## src/rtl/yarb4_ctrl.sv

```systemverilog
// Four-requester round-robin arbiter feeding a single registered output slot.
// Grant is combinational in the request cycle; the winner's word lands in z on the next edge.
module yarb4_ctrl #(
   parameter int SIZE = 32
) (
   input  logic            clk,
   input  logic            rst,
   input  logic [3:0]      req,
   input  logic [SIZE-1:0] a0,
   input  logic [SIZE-1:0] a1,
   input  logic [SIZE-1:0] a2,
   input  logic [SIZE-1:0] a3,
   output logic [3:0]      gnt,
   output logic [1:0]      sel,
   output logic [SIZE-1:0] z,
   output logic            zValid,
   input  logic            zReady,
   output logic            stall
);

   typedef enum logic [1:0] {IDLE, BUSY, STALL} state_t;

   state_t          state;
   state_t          nextState;
   logic [1:0]      ptr;
   logic [1:0]      winner;
   logic            slotFree;
   logic            doGrant;
   logic [SIZE-1:0] winWord;

   // First requester found scanning ptr+1 .. ptr+4 (mod 4); ptr+4 wraps back onto ptr itself.
   function automatic logic [1:0] pickWinner(input logic [3:0] r, input logic [1:0] p);
      logic [1:0] idx;
      logic [1:0] res;
      logic       found;
      res   = p;
      found = 1'b0;
      for (int k = 1; k <= 4; k++) begin
         idx = p + 2'(k);
         if (!found && r[idx]) begin
            res   = idx;
            found = 1'b1;
         end
      end
      return res;
   endfunction

   always_comb begin
      slotFree  = (state == IDLE) || zReady;
      doGrant   = !rst && slotFree && (|req);
      winner    = pickWinner(req, ptr);
      gnt       = doGrant ? (4'b0001 << winner) : 4'b0000;
      case (winner)
         2'd0:    winWord = a0;
         2'd1:    winWord = a1;
         2'd2:    winWord = a2;
         default: winWord = a3;
      endcase
      nextState = state;
      if (doGrant)
         nextState = BUSY;
      else if (state != IDLE)
         nextState = zReady ? IDLE : STALL;
   end

   // A grant always refills the slot, so an accept plus new grant costs no bubble.
   always_ff @(posedge clk) begin
      if (rst) begin
         state <= IDLE;
         z     <= '0;
         sel   <= 2'd0;
         ptr   <= 2'd3;
      end else begin
         state <= nextState;
         if (doGrant) begin
            z   <= winWord;
            sel <= winner;
            ptr <= winner;
         end
      end
   end

   assign zValid = (state != IDLE);
   assign stall  = (state == STALL);

endmodule

```

## config.mk

```make
export PLATFORM = sky130hd
export DESIGN_NAME = yarb4_ctrl
export DESIGN_NICKNAME = d
export VERILOG_FILES = /design/src/rtl/yarb4_ctrl.sv
export SDC_FILE = /design/constraint.sdc
export NUM_CORES = 1
export LEC_CHECK = 0
export CORE_MARGIN = 5
export CORE_UTILIZATION = 36
export CTS_BUF_LIST = sky130_fd_sc_hd__clkbuf_16
export DETAILED_ROUTE_END_ITERATION = 10
export PLACE_DENSITY_LB_ADDON = 0.2
export RECOVER_POWER = 100
export SLEW_MARGIN = 30
export SYNTH_ARGS = -nofsm -noshare
export SYNTH_HDL_FRONTEND = slang
export SYNTH_SLANG_ARGS = --single-unit
```

## constraint.sdc

```tcl
create_clock -name clk -period 4.39 [get_ports clk]
set_clock_uncertainty 0.1 [all_clocks]
set_input_delay 0.439 -clock clk [delete_from_list [all_inputs] [get_ports clk]]
set_output_delay 0.439 -clock clk [all_outputs]
set_load 0.005 [all_outputs]
```

==> impl_metrics.yaml <==
yosys:
  synth_area_leaders: "dfxtp_1 (35%), o221ai_1 (13%), a211oi_1 (11%), and3_1 (9.5%), nand2_1 (5.7%)"
  syn-num-nets: 404
  synth_flop_cell: "dfxtp_1"
  ys_types: 31
  synth.avg_cell_area_um2: 8.12
  yosysSeqAreaShare_pct: 34.8
  synth_top_area_share_pct: 34.8
  synth_area_mm2: 0.00218
  yosysMostFrequentCell: "dfxtp_1"
  synth_compound_area_share_pct: 36.9
  synthTopCellsByCount: "dfxtp_1 (38), a211oi_1 (33), and3_1 (33), nand2_1 (33), o221ai_1 (32)"
  synth_mux_area_share_pct: 0
  synth_seq_cells: 38
  synth-simple-area-share_pct: 19.9
  synth_xor_area_share_pct: 0
  synthArstFlopShare_pct: 0
  synth_area_leader_cell: "dfxtp_1"
  syn-instance-count: 269
  synth-edff-count: 0
  synth_top_family_by_area: "compound AO/OA/AOI/OAI gates"
  synthAdderAreaFrac_pct: 0
  yosys_warnings: 0
setup_path:
  crit_required_ps: 3850
  cp_num_buf_inv: 3
  rr_endpoint: "ptr[0]$_SDFFE_PP1P_"
  crit_cells: 7
  critical_path.top_delay_family: "buffers and inverters"
  crit_type: "in -> out"
  crit_slowest_cell: "dlygate4sd3_1"
  r2r-start: "state[0]$_SDFFE_PP0P_"
  cp_cell_sequence: "dlygate4sd3_1 > or4_1 > o21ai_0 > nor2_2 > buf_4 > and3_1 > dlygate4sd3_1"
  critPathMaxFanout: 37
  endpoint_kind: "output pin"
  reg2regPathDepth: 5
  cp_data_arrival_time_ps: 2980
  start_kind: "input port"
  critical_path.max_stage_delay_ps: 600
  crit_top_cell: "dlygate4sd3_1"
  reg2reg_slack_ps: 1680
placed_design:
  port_buffers: 174
  dp_hpwl_um: 6700
  place_area_mm2: 0.00393
  finalWeightedCongestion: 0.776
  dp_cells: 498
cells_and_area:
  n_antenna_cell: 0
  drive_gt1_share_pct: 3.95
  syn_to_final_growth_pct: 87.0
  final_nets: 565
  fillCellCount: 515
  final_cell_count_no_fill: 505
  design_area_mm2: 0.00408
run_status:
  status: "finished, violations left"
  violations: "capacitance limit, slew limit"
die:
  dieArea_mm2: 0.00772
  die_y_um: 87.9
  start_util_pct: 36.9
  die_w_um: 87.9
  ios: 175
  rows: 28
  coreArea_mm2: 0.00592
detailed_routing:
  route.detailed.drc: 0
  wl_per_cell_um: 17.4
  drt_iter0_drc: 97
  vias: 2746
  dr.pass1.iters: 4
  ant_nets: 0
  drt-total-wl_um: 8780
  vias_per_cell: 5.44
clocking:
  post_cts_buffers: 0
  clk_latency_ps: 270
  htreeDepth: 2
  cts_root_buf: "clkbuf_16"
  cts_tree: "yes"
  clock_sinks: 38
  cts_resized: 0
  clockBufferDepth: 2
  ctsHoldBuffers: 0
  clkTransAtPathRegs_ps: 50
  cts_buffers: 5
power_and_ir_drop:
  power_density_mw_per_mm2: 322
  leakage_uw: 0.00161
  fin_total_pwr_uw: 1320
  vdd_drop_max_mv: 0.263
timing:
  worst_hold_slack_ps: 343
  rsz0062_at_grt: "false"
  drv_slew: 34
  slew_headroom_pct: -1.75
  fmax_mhz: 284
  fin_crit_ps: 3520
  hold_violations: 0
  period_share_pct: 80.2
  setup_tns_ps: 0
  setup_violations: 0
  worst_pin_slew_ps: 1530
grt:
  grt_use_total_pct: 21.8
  antenna_found_initial: 0
  grt_max_degree: 38
  grt_pass1_vias: 2698
  grt_first_pass_wirelength_um: 13300
  globalRoute.totalOverflow: 0
min_path:
  hold_end: "z[24]$_SDFFE_PP0P_"
  hold_class: "reg -> reg"
  hold_depth: 2
  holdCritStartpoint: "z[24]$_SDFFE_PP0P_"
run:
  maxCapViolCount: 1
## layout make-up
type / instances / area (µm²) / share of cell area, %
Timing Repair Buffer: 182 / 1800 / 44.0
Multi-Input combinational cell: 198 / 1250 / 30.7
Sequential cell: 38 / 761 / 18.6
Clock buffer: 5 / 125 / 3.06
Tap cell: 75 / 93.8 / 2.30
Clock inverter: 2 / 33.8 / 0.827
Inverter: 5 / 18.8 / 0.460
## routing by layer
layer	track usage, %	up-vias	routed length, µm
li1	-	1358	-
met1	24.0	1269	3170
met2	41.2	109	4630
met3	5.36	10	808
met4	6.28	0	172
met5	0	-	0
## per-stage QoR
| step | worst slack (ps) | util [%] |
|---|---|---|
| after floorplan | 2270 | - |
| after global placement | 1000 | 66.2 |
| after detailed placement | 1160 | 66.4 |
| after CTS | 1160 | 69.1 |
| after global routing | 752 | 69.0 |
| final | 871 | 69.0 |
## how the worst max path moves through the flow
stage,from,end,slack [ps]
2_1_floorplan,req[1],gnt[1],2270
3_3_place_gp,req[1],gnt[2],1000
3_5_place_dp,req[3],gnt[0],1160
4_1_cts,req[3],gnt[0],1160
5_1_grt,req[1],gnt[1],750
6_report,req[1],gnt[1],870
## worst register-to-register path, cell delays in order (launching register included)
cell and delay, ps:
dfxtp_1 320, nor2_1 60, o21ai_0 460, and2_0 200
clkbuf_1 1100, a21boi_0 270
## sequential cells by signal, indices dropped and copies added (netlist names)
name	count
state	2
z	32
sel	2
ptr	2
## power by group
group	switching [µW]	internal [µW]
clock network	128	263
logic	218	277
registers	28.6	403
total	375	942
## kinds of logic after synthesis
kind of cell	count (synthesis)
AOI/OAI and AO/OA	112
and+or+nand+nor	86
buffers and inverters	33
DFF	38
## placed cells by master (no fill, tap or decap), types with 3 or more instances in the layout
cell,n
clkdlybuf4s50_1,132
dlygate4sd3_1,42
dfxtp_1,38
o21ai_0,34
nand2_1,33
and3_1,33
a211oi_1,33
o221ai_1,32
nor2_1,8
buf_4,7
inv_1,5
clkbuf_16,5
nand2b_1,3
No activity file was read; power rests on OpenSTA's default activity.
==> RTL edit, RTL diff (same settings) <==
The parameter `SIZE` goes from 32 to 16.
--- a/src/rtl/yarb4_ctrl.sv
+++ b/src/rtl/yarb4_ctrl.sv
@@ -2,5 +2,5 @@
 // Grant is combinational in the request cycle; the winner's word lands in z on the next edge.
 module yarb4_ctrl #(
-   parameter int SIZE = 32
+   parameter int SIZE = 16
 ) (
    input  logic            clk,
Ports: changed (5 resized); port bits go from 175 to 95. No check against the original RTL was run, so the function may have changed too.
==> RTL edit against the unedited design <==
  * Sequential cell count fell by 16
  * Area after synthesis fell by 30%
  * Worst setup slack got worse by 150 ps
  * Total power fell by 39%
  * Register-to-register slack improved by 170 ps
  * Non-clock buffer count fell by 86
  * Wire length fell by 41%
  * Cell area fell by 38%
  * Critical path type unchanged
  * Critical endpoint is now gnt[0]
  * Largest cell class unchanged
  * Largest power group unchanged
==> RTL edit: results (changes against the unedited design) <==
Post-CTS setup buffer count - 0 (unchanged)
Largest net degree at the start of global routing - 22 (-42%)
Leak Pwr - 1.02 nW (-37%)
Clock Pin Slew Worst Setup and Hold Paths - 60 ps
Worst-margin pin slew - 808 ps (-718 ps)
Root Buffer - clkbuf_16
Post-synth ARST share - 0% (unchanged)
Largest Register - z
Wire length per cell - 16.0 um (-8.3%)
Antenna Diode Count - 0 (unchanged)
Outcome - finished clean
Worst hold-check path type - flop to flop
Register area share after synthesis - 28.9% (-6.0 points)
First-pass GRT wire length - 7970 um (-40%)
Via Count - 1718 (-37%)
Netlist cell types - 34 (+9.7%)
H-tree depth - 1 (-1)
Syn_area_per_cell - 7.95 sq um (-2.0%)
Max reg flops - 16 (-50%)
Layout cells sized above 1 - 4.40% (+0.44 points)
Peak supply drop - 0.227 mV (-13%)
Worst Path Max Fanout - 19 (-49%)
DR pass1 iterations - 4 (unchanged)
Synth cell count leaders - dfxtp_1 (22), nand2_1 (19), inv_1 (18)
GPL Wtd Cong - 0.823 (+6.1%)
Resized cells post-CTS - 0 (unchanged)
Clk Latency, worst-skew pair - 250 ps (-20 ps)
Arrival time worst endpoint - 3130 ps (+150 ps)
Initial antenna violation count - 0 (unchanged)
Nets - 345 (-39%)
GRT overflow - 0 (unchanged)
Top post-synthesis cells by area - dfxtp_1 (29%), a221oi_1 (8.6%), o31ai_1 (7.9%)
TritonCTS Buffers - 3 (-2)
Internal Power - 0.573 mW (-39%)
Syn Nets - 263 (-35%)
Fillers - 372 (-28%)
Port bufs - 94 (-46%)
Detailed-placement wirelength estimate - 3930 um (-41%)
Ys Warns - 0 (unchanged)
Placed instance count - 319 (-36%)
Iteration-0 DRC Markers - 83 (-14%)
GRT Resource Usage Total - 18.5% (-3.4 points)
Max Root-Sink Buffers - 2 (unchanged)
Routed wire length - 5150 um (-41%)
RTL edit: cell count changes in the layout (fill, tap and decap cells not counted), moves of 5 or more:
cell	change
o221ai_1	-32
inv_1	+13
a211oi_1	-18
dlygate4sd3_1	-16
o31ai_1	+15
and3_1	-32
a31oi_1	+15
clkdlybuf4s50_1	-64
buf_4	-5
nand2_1	-14
dfxtp_1	-16
a221oi_1	+16
and2_1	+16
o21ai_0	-34
RTL edit: final timing paths:
kind	startpoint	to	slack, ps	cells past startpoint
setup / recovery	req[1]	gnt[0]	720	6
hold / removal	z[3]	z[3]	350	2
setup reg to reg	ptr[1]	z[8]	1850	5
hold reg to reg	z[3]	z[3]	350	2
RTL edit: final cells by class:
type                    count  area (sq um)  area share, %
repair buffers             96           956           38.0
well taps                  50          62.6           2.49
clock buffers               3          75.1           2.98
flip-flops and latches     22           440           17.5
clock inverters             1          30.0           1.19
multi-input cells         133           885           35.2
inverters                  18          67.6           2.69
RTL edit: critical path, cell delays in order:
cell,delay (ps)
dlygate4sd3_1,580
mux2i_1,130
or2_1,550
nand3_2,540
nor3_1,300
dlygate4sd3_1,600
RTL edit: logic make-up (layout without fill, tap and decap cells):
group	count (synthesis)	in the layout	share of synthesized area [%]
AO/OA/AOI/OAI	75	75	38.1
AND/OR/NAND/NOR	57	57	19.6
buffers and inverters	37	118	12.8
flip-flops	22	22	28.9
multiplexers	1	1	0.656
RTL edit: through the flow:
step	instance area [sq um]	setup slack [ps]	hold slack, ps	utilization, %
after floorplan	1530	2300	349	-
after global placement	2420	948	332	59.6
after detailed placement	2420	909	339	59.6
after CTS	2520	883	353	62.2
after global routing	2520	500	363	62.0
final	2520	719	346	62.0
RTL edit: power groups by stage:
stage          clock, mW  sequential, mW  combinational, mW
5_1_grt            0.269           0.252              0.328
3_3_place_gp           0           0.253              0.312
4_1_cts            0.261           0.249              0.315
2_1_floorplan          0           0.253              0.169
6_report           0.256           0.247              0.300
3_5_place_dp           0           0.254              0.313
RTL edit: per-layer routing:
metal / vias to the layer above / wire length (um) / GRT usage [%] / share of wire [%]
li1: 876 / - / - / -
met1: 787 / 2280 / 24.4 / 44
met2: 51 / 2530 / 30.9 / 49
met3: 4 / 304 / 3.87 / 5.9
met4: 0 / 38 / 4.15 / 0.74
met5: - / 0 / 0 / 0
